$ cat config.mk
export PLATFORM = sky130hd
export DESIGN_NAME = bp_be_stride_detector
export DESIGN_NICKNAME = d
export VERILOG_FILES = /design/src/rtl/bp_be_pkg.sv /design/src/rtl/bp_be_stride_table.sv /design/src/rtl/bp_be_stride_detector.sv
export SDC_FILE = /design/constraint.sdc
export NUM_CORES = 2
export LEC_CHECK = 0
export BUFFER_PORTS_ARGS = -buffer_cell sky130_fd_sc_hd__buf_2
export CELL_PAD_IN_SITES_DETAIL_PLACEMENT = 0
export CELL_PAD_IN_SITES_GLOBAL_PLACEMENT = 2
export CORE_ASPECT_RATIO = 1.75
export CORE_MARGIN = 3
export CORE_UTILIZATION = 38
export CTS_BUF_LIST = sky130_fd_sc_hd__clkbuf_4 sky130_fd_sc_hd__clkbuf_8
export DETAILED_ROUTE_END_ITERATION = 7
export PLACE_DENSITY_LB_ADDON = 0.1
export SYNTH_ARGS = -nofsm -noshare
export SYNTH_HDL_FRONTEND = slang
export SYNTH_SLANG_ARGS = --single-unit
$ cat constraint.sdc
create_clock -name clk_i -period 7.58 [get_ports clk_i]
set_input_delay 0.379 -clock clk_i [delete_from_list [all_inputs] [get_ports clk_i]]
set_output_delay 0.379 -clock clk_i [all_outputs]
set_load 0.005 [all_outputs]
$ cat src/rtl/bp_be_pkg.sv
// Shared types for the backend stride detector: processor config, FSM states,
// and the stride-table entry layout.
package bp_be_pkg;

    typedef enum logic [0:0] {
        e_bp_default_cfg
    } bp_params_e;

    localparam int unsigned vaddr_width_gp = 39;
    localparam int unsigned conf_width_gp  = 2;

    typedef enum logic [1:0] {
        ST_IDLE,
        ST_DISCOVER,
        ST_CONFIRMED
    } sd_state_e;

    typedef struct packed {
        logic                      v;
        logic [vaddr_width_gp-1:0] pc;
        logic [vaddr_width_gp-1:0] last_addr;
        logic [vaddr_width_gp-1:0] stride;
        logic [conf_width_gp-1:0]  conf;
    } stride_entry_s;

    function automatic int unsigned bp_vaddr_width(input bp_params_e cfg);
        case (cfg)
            e_bp_default_cfg: return vaddr_width_gp;
            default:          return vaddr_width_gp;
        endcase
    endfunction

endpackage

$ cat src/rtl/bp_be_stride_table.sv
// Fully associative per-PC stride table with round-robin replacement;
// reports the post-update conf/stride of a hit and any valid entry evicted by a miss.
module bp_be_stride_table
    import bp_be_pkg::*;
#(
    parameter int unsigned entries_p = 4
) (
    input  logic                      clk_i,
    input  logic                      reset_n_i,
    input  logic                      ld_v_i,
    input  logic [vaddr_width_gp-1:0] ld_pc_i,
    input  logic [vaddr_width_gp-1:0] ld_vaddr_i,
    output logic                      hit_o,
    output logic [conf_width_gp-1:0]  conf_o,
    output logic [vaddr_width_gp-1:0] stride_o,
    output logic                      evict_v_o,
    output logic [vaddr_width_gp-1:0] evict_pc_o
);

    localparam int unsigned idx_w = $clog2(entries_p);

    stride_entry_s             tbl_q [entries_p];
    stride_entry_s             tbl_d [entries_p];
    logic [idx_w-1:0]          ptr_q, ptr_d;

    logic [idx_w-1:0]          hit_idx, free_idx, victim_idx;
    logic                      free_v;
    logic [vaddr_width_gp-1:0] delta;
    stride_entry_s             hit_ent, new_ent;

    always_comb begin
        hit_o    = '0;
        hit_idx  = '0;
        free_v   = '0;
        free_idx = '0;
        for (int unsigned i = 0; i < entries_p; i++) begin
            if (tbl_q[i].v && tbl_q[i].pc == ld_pc_i) begin
                hit_o   = '1;
                hit_idx = idx_w'(i);
            end
            if (!tbl_q[i].v && !free_v) begin
                free_v   = '1;
                free_idx = idx_w'(i);
            end
        end
        victim_idx = free_v ? free_idx : ptr_q;

        hit_ent           = tbl_q[hit_idx];
        delta             = ld_vaddr_i - hit_ent.last_addr;
        new_ent           = hit_ent;
        new_ent.last_addr = ld_vaddr_i;
        if (delta == hit_ent.stride && delta != '0) begin
            new_ent.conf = (hit_ent.conf == '1) ? hit_ent.conf : hit_ent.conf + 1'b1;
        end else begin
            new_ent.stride = delta;
            new_ent.conf   = '0;
        end

        tbl_d = tbl_q;
        ptr_d = ptr_q;
        if (ld_v_i) begin
            if (hit_o) begin
                tbl_d[hit_idx] = new_ent;
            end else begin
                tbl_d[victim_idx] = '{v: 1'b1, pc: ld_pc_i, last_addr: ld_vaddr_i,
                                      stride: '0, conf: '0};
                ptr_d = victim_idx + 1'b1;
            end
        end

        conf_o     = new_ent.conf;
        stride_o   = new_ent.stride;
        evict_v_o  = ld_v_i && !hit_o && tbl_q[victim_idx].v;
        evict_pc_o = tbl_q[victim_idx].pc;
    end

    always_ff @(posedge clk_i) begin
        if (!reset_n_i) begin
            for (int unsigned i = 0; i < entries_p; i++) begin
                tbl_q[i] <= '0;
            end
            ptr_q <= '0;
        end else begin
            tbl_q <= tbl_d;
            ptr_q <= ptr_d;
        end
    end

endmodule

$ cat src/rtl/bp_be_stride_detector.sv
// Detects a load PC with a steady address stride, opens a discovery for it,
// and confirms the stride once its confidence reaches the threshold.
module bp_be_stride_detector
    import bp_be_pkg::*;
#(
    parameter  bp_params_e  bp_params_p   = e_bp_default_cfg,
    localparam int unsigned vaddr_width_p = bp_vaddr_width(bp_params_p),
    parameter  int unsigned entries_p     = 4,
    parameter  int unsigned conf_thresh_p = 3,
    parameter  int unsigned timeout_p     = 255
) (
    input  logic                     clk_i,
    input  logic                     reset_n_i,
    input  logic                     ld_v_i,
    input  logic [vaddr_width_p-1:0] ld_pc_i,
    input  logic [vaddr_width_p-1:0] ld_vaddr_i,
    output logic                     start_discovery_o,
    output logic                     confirm_discovery_o,
    output logic [vaddr_width_p-1:0] striding_pc_o,
    output logic [vaddr_width_p-1:0] stride_o,
    input  logic                     loop_done_i
);

    logic                     tbl_hit, tbl_evict_v;
    logic [conf_width_gp-1:0] tbl_conf;
    logic [vaddr_width_p-1:0] tbl_stride, tbl_evict_pc;

    bp_be_stride_table #(
        .entries_p (entries_p)
    ) u_table (
        .clk_i      (clk_i),
        .reset_n_i  (reset_n_i),
        .ld_v_i     (ld_v_i),
        .ld_pc_i    (ld_pc_i),
        .ld_vaddr_i (ld_vaddr_i),
        .hit_o      (tbl_hit),
        .conf_o     (tbl_conf),
        .stride_o   (tbl_stride),
        .evict_v_o  (tbl_evict_v),
        .evict_pc_o (tbl_evict_pc)
    );

    sd_state_e                state_q, state_d;
    logic [7:0]               tmo_q, tmo_d;
    logic [vaddr_width_p-1:0] spc_q, spc_d;
    logic [vaddr_width_p-1:0] stride_q, stride_d;
    logic                     start_q, start_d;
    logic                     confirm_q, confirm_d;
    logic                     pend_q, pend_d;
    logic                     on_pc;

    always_comb begin
        state_d   = state_q;
        tmo_d     = tmo_q;
        spc_d     = spc_q;
        stride_d  = stride_q;
        start_d   = '0;
        confirm_d = '0;
        pend_d    = '0;
        on_pc     = ld_v_i && tbl_hit && ld_pc_i == spc_q;

        unique case (state_q)
            ST_IDLE: begin
                if (ld_v_i && tbl_hit && tbl_conf == conf_width_gp'(1)) begin
                    spc_d   = ld_pc_i;
                    start_d = '1;
                    tmo_d   = '0;
                    // Threshold of one: confirm is deferred a cycle so start goes out first
                    if (conf_thresh_p == 1) begin
                        state_d  = ST_CONFIRMED;
                        stride_d = tbl_stride;
                        pend_d   = '1;
                    end else begin
                        state_d = ST_DISCOVER;
                    end
                end
            end
            ST_DISCOVER: begin
                if (ld_v_i) begin
                    tmo_d = tmo_q + 1'b1;
                    if (on_pc && tbl_conf == conf_width_gp'(conf_thresh_p)) begin
                        state_d   = ST_CONFIRMED;
                        stride_d  = tbl_stride;
                        confirm_d = '1;
                    end else if ((on_pc && tbl_conf == '0) ||
                                 (tbl_evict_v && tbl_evict_pc == spc_q) ||
                                 tmo_d == 8'(timeout_p)) begin
                        state_d = ST_IDLE;
                    end
                end
            end
            ST_CONFIRMED: begin
                confirm_d = pend_q;
                if (loop_done_i && !pend_q) begin
                    state_d = ST_IDLE;
                end
            end
            default: state_d = ST_IDLE;
        endcase
    end

    always_ff @(posedge clk_i) begin
        if (!reset_n_i) begin
            state_q   <= ST_IDLE;
            tmo_q     <= '0;
            spc_q     <= '0;
            stride_q  <= '0;
            start_q   <= '0;
            confirm_q <= '0;
            pend_q    <= '0;
        end else begin
            state_q   <= state_d;
            tmo_q     <= tmo_d;
            spc_q     <= spc_d;
            stride_q  <= stride_d;
            start_q   <= start_d;
            confirm_q <= confirm_d;
            pend_q    <= pend_d;
        end
    end

    assign start_discovery_o   = start_q;
    assign confirm_discovery_o = confirm_q;
    assign striding_pc_o       = spc_q;
    assign stride_o            = stride_q;

endmodule

==> impl_metrics.json <==
{
  "outcome": "finished clean",
  "max_cap_violations": 0,
  "yosysWarningCount": 0,
  "first_global_vias": 30800,
  "crit_slowest_cell": "or4_1",
  "syn_area_per_cell_um2": 7.80,
  "die-area_um2": 84100,
  "slew_violations": 0,
  "avgViaCountPerCell": 5.81,
  "rows": 137,
  "final_nets": 4331,
  "antenna_found_initial": 4,
  "drtPass1Iterations": 6,
  "cts_tree": "built",
  "post-route-period-util_pct": 96.6,
  "finClkSkew_ns": 0.0253,
  "worst_setup_path_start_kind": "primary input",
  "slew_headroom_pct": 6.53,
  "multi_input_area_um2": 17900,
  "ir_drop_v": 0.000128,
  "cellPowerDensity_nw_per_um2": 205,
  "grt_pass1_wl_um": 208000,
  "finalHoldViolCount": 0,
  "insertion_delay_ns": 0.78,
  "ff2ff_setup_slack_ns": 0.32,
  "regArea_um2": 11500,
  "grt_start_max_net_pins": 200,
  "synth-async-reset-ratio_pct": 0,
  "critPathKind": "in2reg",
  "setup_tns_ns": 0,
  "drt_wl_total_um": 144000,
  "drc_errors": 0,
  "drt-wirelength-per-cell_um": 27.1,
  "start_util_pct": 38.4,
  "clockBufferDepth": 3,
  "htree_levels": 3,
  "clock.fmax_mhz": 137,
  "final_antenna_net_count": 0,
  "r2r_cells": 28,
  "cts.clk_slew.worst_paths_ns": 0.06,
  "boundaryPins": 162,
  "synth_edf_count": 0,
  "hold_path_class": "in2reg",
  "cp-end-kind": "flip-flop",
  "cpMostUsedCell": "buf_4",
  "grt_remaining_overflow": 0,
  "r2r_end": "stride_o[12]",
  "die_w_um": 221,
  "worstPathMaxFanout": 20,
  "vias": 30900,
  "cp.arrival_ns": 8.01,
  "cts-root-buf": "clkbuf_8",
  "worstMarginPinSlew_ns": 1.39,
  "min_from": "ld_pc_i[26]",
  "fin_crit_ns": 7.32,
  "hold_depth": 4,
  "netlist_area_um2": 30600,
  "drive_gt1_share_pct": 15.7,
  "finalSetupViolCount": 0,
  "die_y_um": 381,
  "ys_seq_area_share_pct": 37.4,
  "port_buffers": 161,
  "place_congestion": 1.03,
  "cp_top_family": "simple AND/OR/NAND/NOR gates",
  "p_leak_nw": 13.9,
  "ys_types": 77,
  "syn_to_final_growth_pct": 18.9,
  "synth_cells": 3925,
  "fillers": 8076,
  "rsz0062_at_grt": "no",
  "cts_buffers": 94,
  "fp.coreArea_um2": 79700,
  "max_stage_delay_ns": 0.57,
  "syn_nets": 4053,
  "r2r-start": "u_table.tbl_q[215]",
  "ys.flop_type": "dfxtp_1",
  "synth_seq_cells": 572,
  "hold_end": "u_table.tbl_q[466]",
  "hold_ws_ns": 0.0566,
  "drt_iter0_drc": 2334,
  "hpwl_um": 102000,
  "cp_num_buf_inv": 8,
  "clock_sinks": 572,
  "grt_usage_pct": 33.6,
  "required_ns": 8.27
}
[synth_stat cells (all sizes together) (6+ instances only)]
cell,number,area [um^2]
nand4,115,719
nand2,955,3580
buf,73,347
o211ai,14,105
a21o,13,97.6
nor2,206,773
mux4,39,878
a21oi,415,2080
a221o,6,60.1
xnor2,213,1870
o22ai,42,263
dfxtp,572,11500
mux2i,122,1220
o22a,37,324
and4,6,52.6
a22oi,76,571
nand4b,6,52.6
o2111ai,9,78.8
or3,15,93.8
o21ai,119,596
nand3,115,576
clkbuf,238,893
nor3,33,170
o31ai,6,45.0
ha,45,563
a41o,7,70.1
xor2,80,701
a211oi,33,248
or4,9,67.6
o21a,8,60.1
and3,15,93.8
nor4b,6,52.6
and2,10,62.6
a221oi,6,52.6
inv,67,251
nand2b,40,250
a311oi,6,52.6
nor4,53,344
a41oi,25,219
[per-layer routing]
layer	global-route usage, %	wire length, um	up-vias
li1	-	-	14200
met3	5.44	7550	465
met5	0	13	-
met1	32.4	47400	15000
met2	59.9	73200	1228
met4	30.9	15900	2
[worst reg2reg max path, delay by kind of cell (launching register included)]
| family | cells | cell delay (ns) |
|---|---|---|
| adder cells (fa/ha/maj) | 2 | 0.62 |
| buffers and inverters | 6 | 1.24 |
| AO/OA/AOI/OAI | 4 | 0.86 |
| multiplexers | 1 | 0.28 |
| XOR/XNOR | 2 | 0.53 |
| flip-flops | 1 | 0.37 |
| AND/OR/NAND/NOR | 13 | 3.31 |
[report_power, final]
part / total [mW] / leakage, nW / switching, mW / internal [mW]
combinational: 1.46 / 8.21 / 0.943 / 0.518
clock: 2.89 / 1.03 / 1.35 / 1.54
sequential: 3.10 / 4.62 / 0.0427 / 3.06
[timing repair]
action,4_1_cts,5_1_grt
gates resized for setup,0,5
endpoints found under the setup margin,0,76
setup buffers,0,0
hold buffers,74,0
endpoints found under the hold margin,299,0
[through the flow]
step | setup WS, ns | power (mW) | instances | instance area (um^2) | util (%)
after CTS | 0.313 | 7.49 | 5310 | 36300 | 45.6
after global placement | 0.199 | 4.56 | 5075 | 33700 | 42.3
final | 0.261 | 7.45 | 5313 | 36400 | 45.7
after floorplan | 0.554 | 3.89 | 3925 | 30600 | -
after global routing | 0.00823 | 7.72 | 5311 | 36400 | 45.6
after detailed placement | 0.0811 | 4.57 | 5075 | 33700 | 42.3
[how the worst max path moves through the flow]
| stage | cells after the start | to | from |
|---|---|---|---|
| after global placement | 25 | u_table.tbl_q[360] | ld_pc_i[6] |
| after global routing | 31 | stride_o[17] | ld_pc_i[1] |
| after CTS | 30 | stride_o[7] | ld_pc_i[1] |
| final | 30 | stride_o[12] | ld_pc_i[1] |
| after floorplan | 31 | striding_pc_o[10] | ld_pc_i[5] |
| after detailed placement | 27 | stride_o[12] | ld_pc_i[6] |
[area by class of cell]
cell class                      count  area share, %
Multi-Input combinational cell   2972           49.1
Tap cell                         1042           3.58
Inverter                           70          0.743
Timing Repair Buffer              493           9.83
Sequential cell                   572           31.5
Clock inverter                     13          0.292
Antenna cell                        3         0.0206
Clock buffer                      148           4.98
[state kept, by name, indices dropped and copies added (netlist names)]
signal,count
tmo_q,8
stride_o,39
confirm_discovery_o,1
u_table.ptr_q,2
state_q,2
u_table.tbl_q,480
striding_pc_o,39
start_discovery_o,1
[cell families (layout without fill, tap and decap cells)]
logic type | Yosys count | after routing | synth area share [%]
buffers and inverters | 381 | 724 | 4.91
AOI/OAI and AO/OA | 862 | 862 | 17.2
and+or+nand+nor | 1607 | 1607 | 23.1
adders and majority gates | 46 | 46 | 1.91
other | 0 | 3 | 0
DFF | 572 | 572 | 37.4
xor gates and xnor gates | 294 | 294 | 8.46
muxes | 163 | 163 | 6.94
[cell usage in the layout, fill, tap and decap left out, types with 40 or more instances in the layout]
cell	Yosys	routed
nand2_1	955	948
dfxtp_1	572	572
a21oi_1	415	415
buf_4	1	251
xnor2_1	213	211
nor2_1	206	199
buf_2	37	160
mux2i_1	122	122
nand4_1	115	115
o21ai_0	114	114
clkbuf_8	0	112
nand3_1	115	111
xor2_1	80	80
a22oi_1	76	76
dlygate4sd3_1	0	74
inv_1	67	67
ha_1	45	45
nor4_1	51	44
o22ai_1	42	42
nand2b_1	40	40
Note: power is estimated with default switching activity, not from simulation.
